==> src/rtl/serial_pkg.sv <==
// Shared definitions for the serial pattern-detector path.
package serial_pkg;

    // Serializer control states.
    typedef enum logic [0:0] {
        StIdle,
        StShift
    } feeder_state_e;

    // Default byte width for the serial path.
    localparam int unsigned DefaultDataW = 8;

    // Line level while nothing is shifting; the detector relies on idle-high.
    localparam logic IdleLvl = 1'b1;

endpackage

==> src/rtl/serial_bit_feeder_if.sv <==
// Byte handshake between a source and the serial bit feeder.
interface serial_bit_feeder_if
    import serial_pkg::*;
#(
    parameter int unsigned DATA_W = DefaultDataW
);

    logic [DATA_W-1:0] in_data;
    logic              in_valid;
    logic              in_ready;

    modport master (
        output in_data,
        output in_valid,
        input  in_ready
    );

    modport slave (
        input  in_data,
        input  in_valid,
        output in_ready
    );

endinterface

==> src/rtl/sync_fifo.sv <==
// Small circular-buffer FIFO with combinational head read and async reset.
module sync_fifo #(
    parameter int unsigned WIDTH = 8,
    parameter int unsigned DEPTH = 4
) (
    input  logic                   clk,
    input  logic                   rst,
    input  logic                   push,
    input  logic                   pop,
    input  logic [WIDTH-1:0]       push_data,
    output logic [WIDTH-1:0]       pop_data,
    output logic                   full,
    output logic                   empty,
    output logic [$clog2(DEPTH):0] level
);

    localparam int unsigned PtrW = $clog2(DEPTH);
    localparam int unsigned LvlW = PtrW + 1;

    logic [WIDTH-1:0] mem [DEPTH];
    logic [PtrW-1:0]  wr_ptr_q;
    logic [PtrW-1:0]  rd_ptr_q;
    logic [LvlW-1:0]  level_q;
    logic             do_push;
    logic             do_pop;

    assign full     = (level_q == LvlW'(DEPTH));
    assign empty    = (level_q == '0);
    assign do_push  = push && !full;
    assign do_pop   = pop && !empty;
    assign pop_data = mem[rd_ptr_q];
    assign level    = level_q;

    // Storage write; entries are only read once counted in level, so no reset needed.
    always_ff @(posedge clk) begin
        if (do_push) begin
            mem[wr_ptr_q] <= push_data;
        end
    end

    // Pointers wrap naturally because DEPTH is a power of two.
    always_ff @(posedge clk or posedge rst) begin
        if (rst) begin
            wr_ptr_q <= '0;
            rd_ptr_q <= '0;
            level_q  <= '0;
        end else begin
            if (do_push) begin
                wr_ptr_q <= wr_ptr_q + 1'b1;
            end
            if (do_pop) begin
                rd_ptr_q <= rd_ptr_q + 1'b1;
            end
            if (do_push && !do_pop) begin
                level_q <= level_q + 1'b1;
            end else if (do_pop && !do_push) begin
                level_q <= level_q - 1'b1;
            end
        end
    end

endmodule

==> src/rtl/serial_bit_feeder.sv <==
// Parallel-to-serial front end: buffers bytes and shifts them out gaplessly
// with a programmable bit period.
module serial_bit_feeder
    import serial_pkg::*;
#(
    parameter int unsigned DATA_W     = DefaultDataW,
    parameter int unsigned FIFO_DEPTH = 4,
    parameter int unsigned DIV_W      = 8,
    parameter bit          MSB_FIRST  = 1'b1,
    parameter logic        IDLE_LVL   = IdleLvl
) (
    input  logic                        clk,
    input  logic                        rst,
    input  logic [DIV_W-1:0]            div,
    serial_bit_feeder_if.slave          in_bus,
    output logic                        dout,
    output logic                        bit_strobe,
    output logic                        byte_done,
    output logic                        busy,
    output logic [$clog2(FIFO_DEPTH):0] fifo_level
);

    localparam int unsigned CntW = $clog2(DATA_W);
    localparam int unsigned LvlW = $clog2(FIFO_DEPTH) + 1;

    feeder_state_e     state_q;
    logic [DATA_W-1:0] shift_q;
    logic [DATA_W-1:0] shift_next;
    logic [DATA_W-1:0] head;
    logic [CntW-1:0]   bit_cnt_q;
    logic [DIV_W-1:0]  div_cnt_q;
    logic [DIV_W-1:0]  period_q;
    logic              fifo_full;
    logic              fifo_empty;
    logic              push;
    logic              pop;
    logic              byte_end;
    logic              busy_d;

    // Bit that goes on the line first for a freshly loaded word.
    function automatic logic first_bit(input logic [DATA_W-1:0] v);
        return MSB_FIRST ? v[DATA_W-1] : v[0];
    endfunction

    sync_fifo #(
        .WIDTH (DATA_W),
        .DEPTH (FIFO_DEPTH)
    ) u_fifo (
        .clk       (clk),
        .rst       (rst),
        .push      (push),
        .pop       (pop),
        .push_data (in_bus.in_data),
        .pop_data  (head),
        .full      (fifo_full),
        .empty     (fifo_empty),
        .level     (fifo_level)
    );

    // Handshake, pop decision and lookahead for the registered busy flag.
    always_comb begin
        in_bus.in_ready = !fifo_full && !rst;
        push            = in_bus.in_valid && in_bus.in_ready;
        byte_end        = (state_q == StShift) && (div_cnt_q == '0) && (bit_cnt_q == '0);
        // Loading at the final edge of a byte keeps the stream gapless.
        pop             = !fifo_empty && ((state_q == StIdle) || byte_end);
        shift_next      = MSB_FIRST ? (shift_q << 1) : (shift_q >> 1);
        busy_d          = pop || ((state_q == StShift) && !byte_end) || push ||
                          (fifo_level > {{(LvlW-1){1'b0}}, pop});
    end

    // Serializer FSM with registered line and pulse outputs.
    always_ff @(posedge clk or posedge rst) begin
        if (rst) begin
            state_q    <= StIdle;
            shift_q    <= '0;
            bit_cnt_q  <= '0;
            div_cnt_q  <= '0;
            period_q   <= '0;
            dout       <= IDLE_LVL;
            bit_strobe <= 1'b0;
            byte_done  <= 1'b0;
            busy       <= 1'b0;
        end else begin
            busy       <= busy_d;
            bit_strobe <= 1'b0;
            byte_done  <= 1'b0;
            if (pop) begin
                // div is sampled only here, so mid-byte changes wait for the next byte.
                state_q    <= StShift;
                shift_q    <= head;
                period_q   <= div;
                div_cnt_q  <= div;
                bit_cnt_q  <= CntW'(DATA_W - 1);
                dout       <= first_bit(head);
                bit_strobe <= 1'b1;
            end else begin
                unique case (state_q)
                    StIdle: begin
                        dout <= IDLE_LVL;
                    end
                    StShift: begin
                        if (div_cnt_q != '0) begin
                            div_cnt_q <= div_cnt_q - 1'b1;
                            // Flag the last cycle of the final bit one edge early.
                            byte_done <= (bit_cnt_q == '0) && (div_cnt_q == DIV_W'(1));
                        end else if (bit_cnt_q != '0) begin
                            shift_q    <= shift_next;
                            dout       <= first_bit(shift_next);
                            bit_cnt_q  <= bit_cnt_q - 1'b1;
                            div_cnt_q  <= period_q;
                            bit_strobe <= 1'b1;
                            byte_done  <= (bit_cnt_q == CntW'(1)) && (period_q == '0);
                        end else begin
                            state_q <= StIdle;
                            dout    <= IDLE_LVL;
                        end
                    end
                    default: begin
                        state_q <= StIdle;
                    end
                endcase
            end
        end
    end

endmodule

==> src/flat_wrapper.sv <==
// flat-port wrapper written by rule: the top's interface ports become plain ports
module serial_bit_feeder_flat import serial_pkg::*;
#(
    parameter int unsigned DATA_W     = DefaultDataW,
    parameter int unsigned FIFO_DEPTH = 4,
    parameter int unsigned DIV_W      = 8,
    parameter bit          MSB_FIRST  = 1'b1,
    parameter logic        IDLE_LVL   = IdleLvl
)
  (clk, rst, div, dout, bit_strobe, byte_done, busy, fifo_level, in_bus_in_data, in_bus_in_valid, in_bus_in_ready);
  serial_bit_feeder_if #(.DATA_W(DATA_W)) in_bus_i ();
  input  logic clk;
  input  logic rst;
  input  logic [DIV_W-1:0] div;
  output logic dout;
  output logic bit_strobe;
  output logic byte_done;
  output logic busy;
  output logic [$clog2(FIFO_DEPTH):0] fifo_level;
  input wire logic [$bits(in_bus_i.in_data)-1:0] in_bus_in_data;
  input wire logic [$bits(in_bus_i.in_valid)-1:0] in_bus_in_valid;
  output wire logic [$bits(in_bus_i.in_ready)-1:0] in_bus_in_ready;
  assign in_bus_i.in_data = in_bus_in_data;
  assign in_bus_i.in_valid = in_bus_in_valid;
  assign in_bus_in_ready = in_bus_i.in_ready;
  serial_bit_feeder #(.DATA_W(DATA_W), .FIFO_DEPTH(FIFO_DEPTH), .DIV_W(DIV_W), .MSB_FIRST(MSB_FIRST), .IDLE_LVL(IDLE_LVL)) u_core (.clk(clk), .rst(rst), .div(div), .in_bus(in_bus_i), .dout(dout), .bit_strobe(bit_strobe), .byte_done(byte_done), .busy(busy), .fifo_level(fifo_level));
endmodule
==> config.mk <==
export PLATFORM = sky130hd
export DESIGN_NAME = serial_bit_feeder_flat
export DESIGN_NICKNAME = d
export VERILOG_FILES = /design/src/rtl/serial_pkg.sv /design/src/rtl/serial_bit_feeder_if.sv /design/src/rtl/sync_fifo.sv /design/src/rtl/serial_bit_feeder.sv /design/src/flat_wrapper.sv
export SDC_FILE = /design/constraint.sdc
export NUM_CORES = 1
export LEC_CHECK = 0
export BUFFER_PORTS_ARGS = -buffer_cell sky130_fd_sc_hd__buf_2
export CAP_MARGIN = 20
export CORE_MARGIN = 2
export CORE_UTILIZATION = 25
export DETAILED_ROUTE_END_ITERATION = 12
export PLACE_DENSITY = 0.51
export SLEW_MARGIN = 20
export SYNTH_ARGS = -nofsm -noshare
export SYNTH_HDL_FRONTEND = slang
export SYNTH_SLANG_ARGS = --single-unit
==> constraint.sdc <==
create_clock -name clk -period 4 [get_ports clk]
set_input_delay 0.2 -clock clk [delete_from_list [all_inputs] [get_ports clk]]
set_output_delay 0.2 -clock clk [all_outputs]
set_load 0.01 [all_outputs]
; ---- Yosys cells after proc, flatten, opt, wreduce, memory -nomap -nowiden
; Memories as Yosys holds them, arrays and structs flattened.
; Cells that the tools add are included.
[word_totals]
elab_cells = 91
in_bits = 19
ff_bits = 38
ramBits = 32
output_inout_bits = 8
mem_count = 1
[memory_table]
columns = name, depth, word_bits, rd, rd_clocked_by_memory_dff, wr, line_no
row1 = u_core.u_fifo.mem, 4, 8, 1, 0, 1, sync_fifo.sv:20  ; logic [WIDTH-1:0] mem [DEPTH];
[classes]
add_sub_neg = 6
n_mux = 31
bitwise = 1
reduce_logical = 34
magnitude_cmp = 1
n_eq_ne = 5
[op_table]
columns = cell, n
row1 = $mux 8, 4
row2 = $mux 7, 4
row3 = $mux 3, 6
row4 = $logic_not 8->1, 2
row5 = $mux 1, 16
row6 = $logic_and 1x1->1, 12
row7 = $eq 8x1->1 const B, 1
row8 = $reduce_bool 8->1, 1
row9 = $sub 8x1->8 const B, 1
row10 = $logic_not 1->1, 6
row11 = $logic_not 3->1, 2
row12 = $reduce_bool 2->1, 3
row13 = $reduce_bool 3->1, 2
row14 = $sub 3x1->3 const B, 2
row15 = $add 2x1->2 const B, 2
row16 = $logic_or 1x1->1, 4
row17 = $add 3x1->3 const B, 1
row18 = $eq 3x1->1 const B, 1
row19 = $eq 3x3->1 const B, 1
row20 = $gt 3x1->1, 1
row21 = $ne 3x3->1 const B, 1
row22 = $reduce_and 3->1, 1
row23 = $ne 2x2->1 const B, 1
row24 = $pmux 1 s2, 1
row25 = other kinds (2), 2

; ---- Logic depth before layout (Yosys ltp)
[depth]
ltp_word = 9
mapped_depth = 14
ltp_nobuf = 12

; ---- By module
; Synthesis repeated with hierarchy kept, for this count alone.
[unflattened]
cells_unflattened = 245
hier_area_um2 = 3395.8
[modules_own_cells]
columns = mod, instances, seq_area_each_um2, area_per_inst_um2, cells_per_inst
row1 = serial_bit_feeder, 1, 777.0, 1803.0, 167
row2 = sync_fifo, 1, 1136.1, 1592.8, 78

; ---- Least setup slack after synthesis
; Ideal clock, no wire load.
[synth_timing]
path_kind = reg-to-reg
from = register u_core.div_cnt_q[2]
to = register u_core.u_fifo.level_q[1] (netlist: u_core.u_fifo.level[1])
slack_ps = 1071
setup_ps = 125
synth_period_minus_slack_ps = 2929
stages_incl_launch_ff = 11
t_required_ps = 3875
arrival_time_ps = 2805
path_cell_list = dfrtp_1 > or4_4 > o41ai_4 > and2_1 > buf_4 > inv_4 > buf_2 > ha_1 > inv_1 > fa_1 > mux2_2
[synth_between]
elab_chain_len = 9
[synth_rtl]
columns = item, line_no
row1 = "start, declared", serial_bit_feeder.sv:31  ; logic [DIV_W-1:0] div_cnt_q;
row2 = "start signal, assigned", serial_bit_feeder.sv:93  ; div_cnt_q <= div;
row3 = "start signal, assigned", serial_bit_feeder.sv:104  ; div_cnt_q <= div_cnt_q - 1'b1;
row4 = "start signal, assigned", serial_bit_feeder.sv:111  ; div_cnt_q <= period_q;
row5 = $logic_not 8->1 (*), serial_bit_feeder.sv:64  ; byte_end = (state_q == StShift) && (div_cnt_q == '0) && (bit_cnt_q == '0);
row6 = $logic_and 1x1->1 (*) (2 in series), serial_bit_feeder.sv:64
row7 = $logic_or 1x1->1 (*), serial_bit_feeder.sv:66  ; pop = !fifo_empty && ((state_q == StIdle) || byte_end);
row8 = $logic_and 1x1->1 (*), serial_bit_feeder.sv:66
row9 = $logic_and 1x1->1 (*), sync_fifo.sv:30  ; assign do_pop = pop && !empty;
row10 = $logic_not 1->1, sync_fifo.sv:54  ; if (do_push && !do_pop) begin
row11 = $logic_and 1x1->1, sync_fifo.sv:54
row12 = $mux 3 / $reduce_bool 2->1 (equally long branches), -
row13 = "end signal, assigned", sync_fifo.sv:55  ; level_q <= level_q + 1'b1;
row14 = "end signal, assigned", sync_fifo.sv:57  ; level_q <= level_q - 1'b1;
row15 = "end, declared", sync_fifo.sv:23  ; logic [LvlW-1:0] level_q;
; Mark *: on every way between the ends. The rest lies on a longest branch, timed or not.
; A chain may end at the register's enable or synchronous reset.

; ---- Final worst setup path
; Same ends and word-level chain as after synthesis.

==> impl_metrics.py <==
metrics = {
    "status": {
        "status": "finished, violations left",
        "violations": "hold timing",
    },
    "synth": {
        "netlist.area_leader.share": 0.2994,
        "yosysWarnings": 0,
        "synth.most_common_cell": "nand2_1",
        "netlist_area_um2": 3209,
        "synthTopCellsByArea": "edfxtp_1 (30%), dfrtp_1 (29%), nand2_1 (6.4%)",
        "synth-seq-area-share": 0.5961,
        "synth_cells": 262,
        "synth_edf_count": 32,
        "synth.avg_cell_area_um2": 12.25,
        "synth_top_area_cell": "edfxtp_1",
        "synthArstFlopShare": 0.5429,
        "syn_nets": 293,
        "ys.flop_type": "dfrtp_1",
        "ys_ff_latch": 70,
        "ys_types": 43,
        "synthTopCellsByCount": "nand2_1 (55), dfrtp_1 (37), edfxtp_1 (32)",
    },
    "floorplan": {
        "ios": 27,
        "initial_utilization": 0.2554,
        "die_h_um": 117.3,
        "die-area_um2": 13760,
        "die-width_um": 117.3,
        "rows": 41,
        "core_um2": 12570,
    },
    "setup_path": {
        "cp-startpoint": "u_core.div_cnt_q[2]",
        "worstSetupStartpointType": "flop",
        "cp_max_fo": 27,
        "cp_data_arrival_time_ns": 3.18,
        "critPathRequiredTime_ns": 4.21,
        "critical_path_class": "flop to flop",
        "r2r_start": "u_core.div_cnt_q[2]",
        "crit_path_end_kind": "flop",
    },
    "grt": {
        "grt_pass1_vias": 2097,
        "track_usage": 0.1007,
        "grt_antenna_before_repair": 0,
        "grt_pass1_wl_mm": 11.03,
        "grt_overflow": 0,
        "grt_max_degree": 39,
    },
    "hold_path": {
        "hold_class": "input port to asynchronous set/reset pin",
    },
    "clock_network": {
        "cts_num_sinks": 70,
        "ctsHoldBuffers": 0,
        "htreeDepth": 3,
        "clock_latency_ns": 0.33,
        "cts_setup_buffers": 0,
        "cts_resized": 0,
        "cts_root_buffer": "clkbuf_16",
        "clockBufferDepth": 2,
        "cts_made_buffers": 9,
        "clk_pin_slew_ns": 0.06,
        "cts_tree": "yes",
    },
    "place": {
        "place.gp.congestion": 0.7752,
        "dp_hpwl_mm": 4.528,
        "portBuffers": 26,
    },
    "sta": {
        "tightest_slew_ns": 0.6334,
        "finalHoldViolations": 11,
        "drv_slew": 0,
        "slew_headroom": 0.5777,
        "max_freq_mhz": 337.0,
        "finalSetupTns_ns": 0,
        "fin_crit_ns": 2.968,
        "rsz0062_at_grt": "false",
        "clock_skew_ns": 0.009839,
        "period_share": 0.7419,
        "hold_slack_ns": -0.01054,
        "finalSetupViolations": 0,
    },
    "route": {
        "drt_first_iter_violations": 164,
        "vias": 2057,
        "wl_per_cell_um": 14.09,
        "drc": 0,
        "wirelength_mm": 6.592,
        "dr.pass1.iters": 4,
        "antenna_left": 0,
        "viasPerCell": 4.395,
    },
    "power": {
        "max-vdd-ir-drop_mv": 0.2317,
        "powerDensity_nw_per_um2": 631.0,
        "power.leakage_nw": 1.572,
    },
    "final_layout": {
        "n_antenna_cell": 0,
        "area_growth_pct": 19.73,
        "layout-drive-gt1-share": 0.2095,
        "nets": 322,
        "fillers": 1260,
    },
    "run": {
        "drv_cap": 0,
    },
}
[area by class of cell]
type	instances	area (um^2)	area share
Clock inverter	7	106.4	0.02768
Multi-Input combinational cell	172	1197	0.3116
Clock buffer	9	225.2	0.05861
Timing Repair Buffer	28	145.1	0.03777
Sequential cell	70	1913	0.4979
Inverter	10	40.04	0.01042
Tap cell	172	215.2	0.05601
[through the flow]
| step | setup slack (ns) | util | power, W | area [um^2] | cells |
|---|---|---|---|---|---|
| global route | 0.8973 | 0.3057 | 0.002578 | 3842 | 468 |
| CTS | 1.029 | 0.3057 | 0.002455 | 3842 | 468 |
| floorplan | 1.071 | - | 0.001416 | 3209 | 262 |
| finish | 1.032 | 0.3057 | 0.002425 | 3842 | 468 |
| detailed placement | 1.049 | 0.2793 | 0.001571 | 3511 | 452 |
| global placement | 1.116 | 0.2793 | 0.001558 | 3511 | 452 |
[cells in the final DEF, fill, tap and decap left out, drive strengths merged, types with 2 or more instances in the layout]
master  synthesis  routed
o31ai           4       4
inv            10      12
o22ai           8       8
ha             11      11
a31oi           7       7
clkbuf          3       9
buf             7      28
nand2b          3       3
mux4            8       8
a21oi          11      11
xor2            3       3
nor3            4       4
xnor2           7       7
o21ai           6       6
nor4b           2       2
nor2           13      13
bufinv          0       2
and2            2       2
dfrtp          37      37
nand2          55      55
nand3           3       3
nor2b           3       3
clkinv          0       3
nor4            2       2
mux2            2       2
and3            6       6
or3             3       3
edfxtp         32      32
[flip-flops by register name, summed over array words and instances, names as in the netlist]
register                flops
u_core.bit_cnt_q            3
u_core.shift_q              7
u_core.dout                 1
u_core.state_q              1
u_core.period_q             8
u_core.byte_done            1
u_core.u_fifo.mem          32
u_core.u_fifo.rd_ptr_q      2
u_core.busy                 1
u_core.div_cnt_q            8
u_core.u_fifo.wr_ptr_q      2
u_core.bit_strobe           1
u_core.u_fifo.level         3
[critical path, stage by stage, from the launching register on]
cell	delay (ns)
dfrtp_1	0.44
or4_4	0.59
o41ai_4	0.43
and2_1	0.25
inv_4	0.15
ha_1	0.25
inv_1	0.08
fa_1	0.40
mux2_2	0.26
[final timing paths]
check,to,slack (ns),depth (start not counted)
setup reg to reg,u_core.u_fifo.level[1],1.03,8
max in group asynchronous,u_core.dout,3.63,3
setup / recovery,u_core.u_fifo.level[1],1.03,8
hold reg to reg,u_core.dout,0.49,1
hold / removal,u_core.period_q[0],-0.01,3
min in group clk,u_core.period_q[6],0.08,3
[metal layers]
layer | up-vias | track usage | part of all wire
met5 | - | 0 | 0
met4 | 0 | 0.02937 | 0.0093
met3 | 6 | 0.02870 | 0.039
met2 | 39 | 0.1626 | 0.47
met1 | 1017 | 0.1319 | 0.48
li1 | 995 | - | -
[where the power goes]
group	internal (W)	leakage [nW]	total [W]	switching, W
combinational	0.000239	0.687	0.000495	0.000256
clock	0.000555	0.162	0.000874	0.000318
sequential	0.000916	0.722	0.00106	0.000139
total	0.00171	1.57	0.00242	0.000714
[kinds of logic (layout without fill, tap and decap cells)]
group,count (synthesis),count (layout),share of synthesized area
AOI/OAI and AO/OA,41,41,0.09006
muxes,11,11,0.06628
and+or+nand+nor,98,98,0.1404
DFF,70,70,0.5961
buffers and inverters,20,54,0.03080
adders and majority gates,12,12,0.04912
xor gates and xnor gates,10,10,0.02729
(Power assumes the default switching activity.)
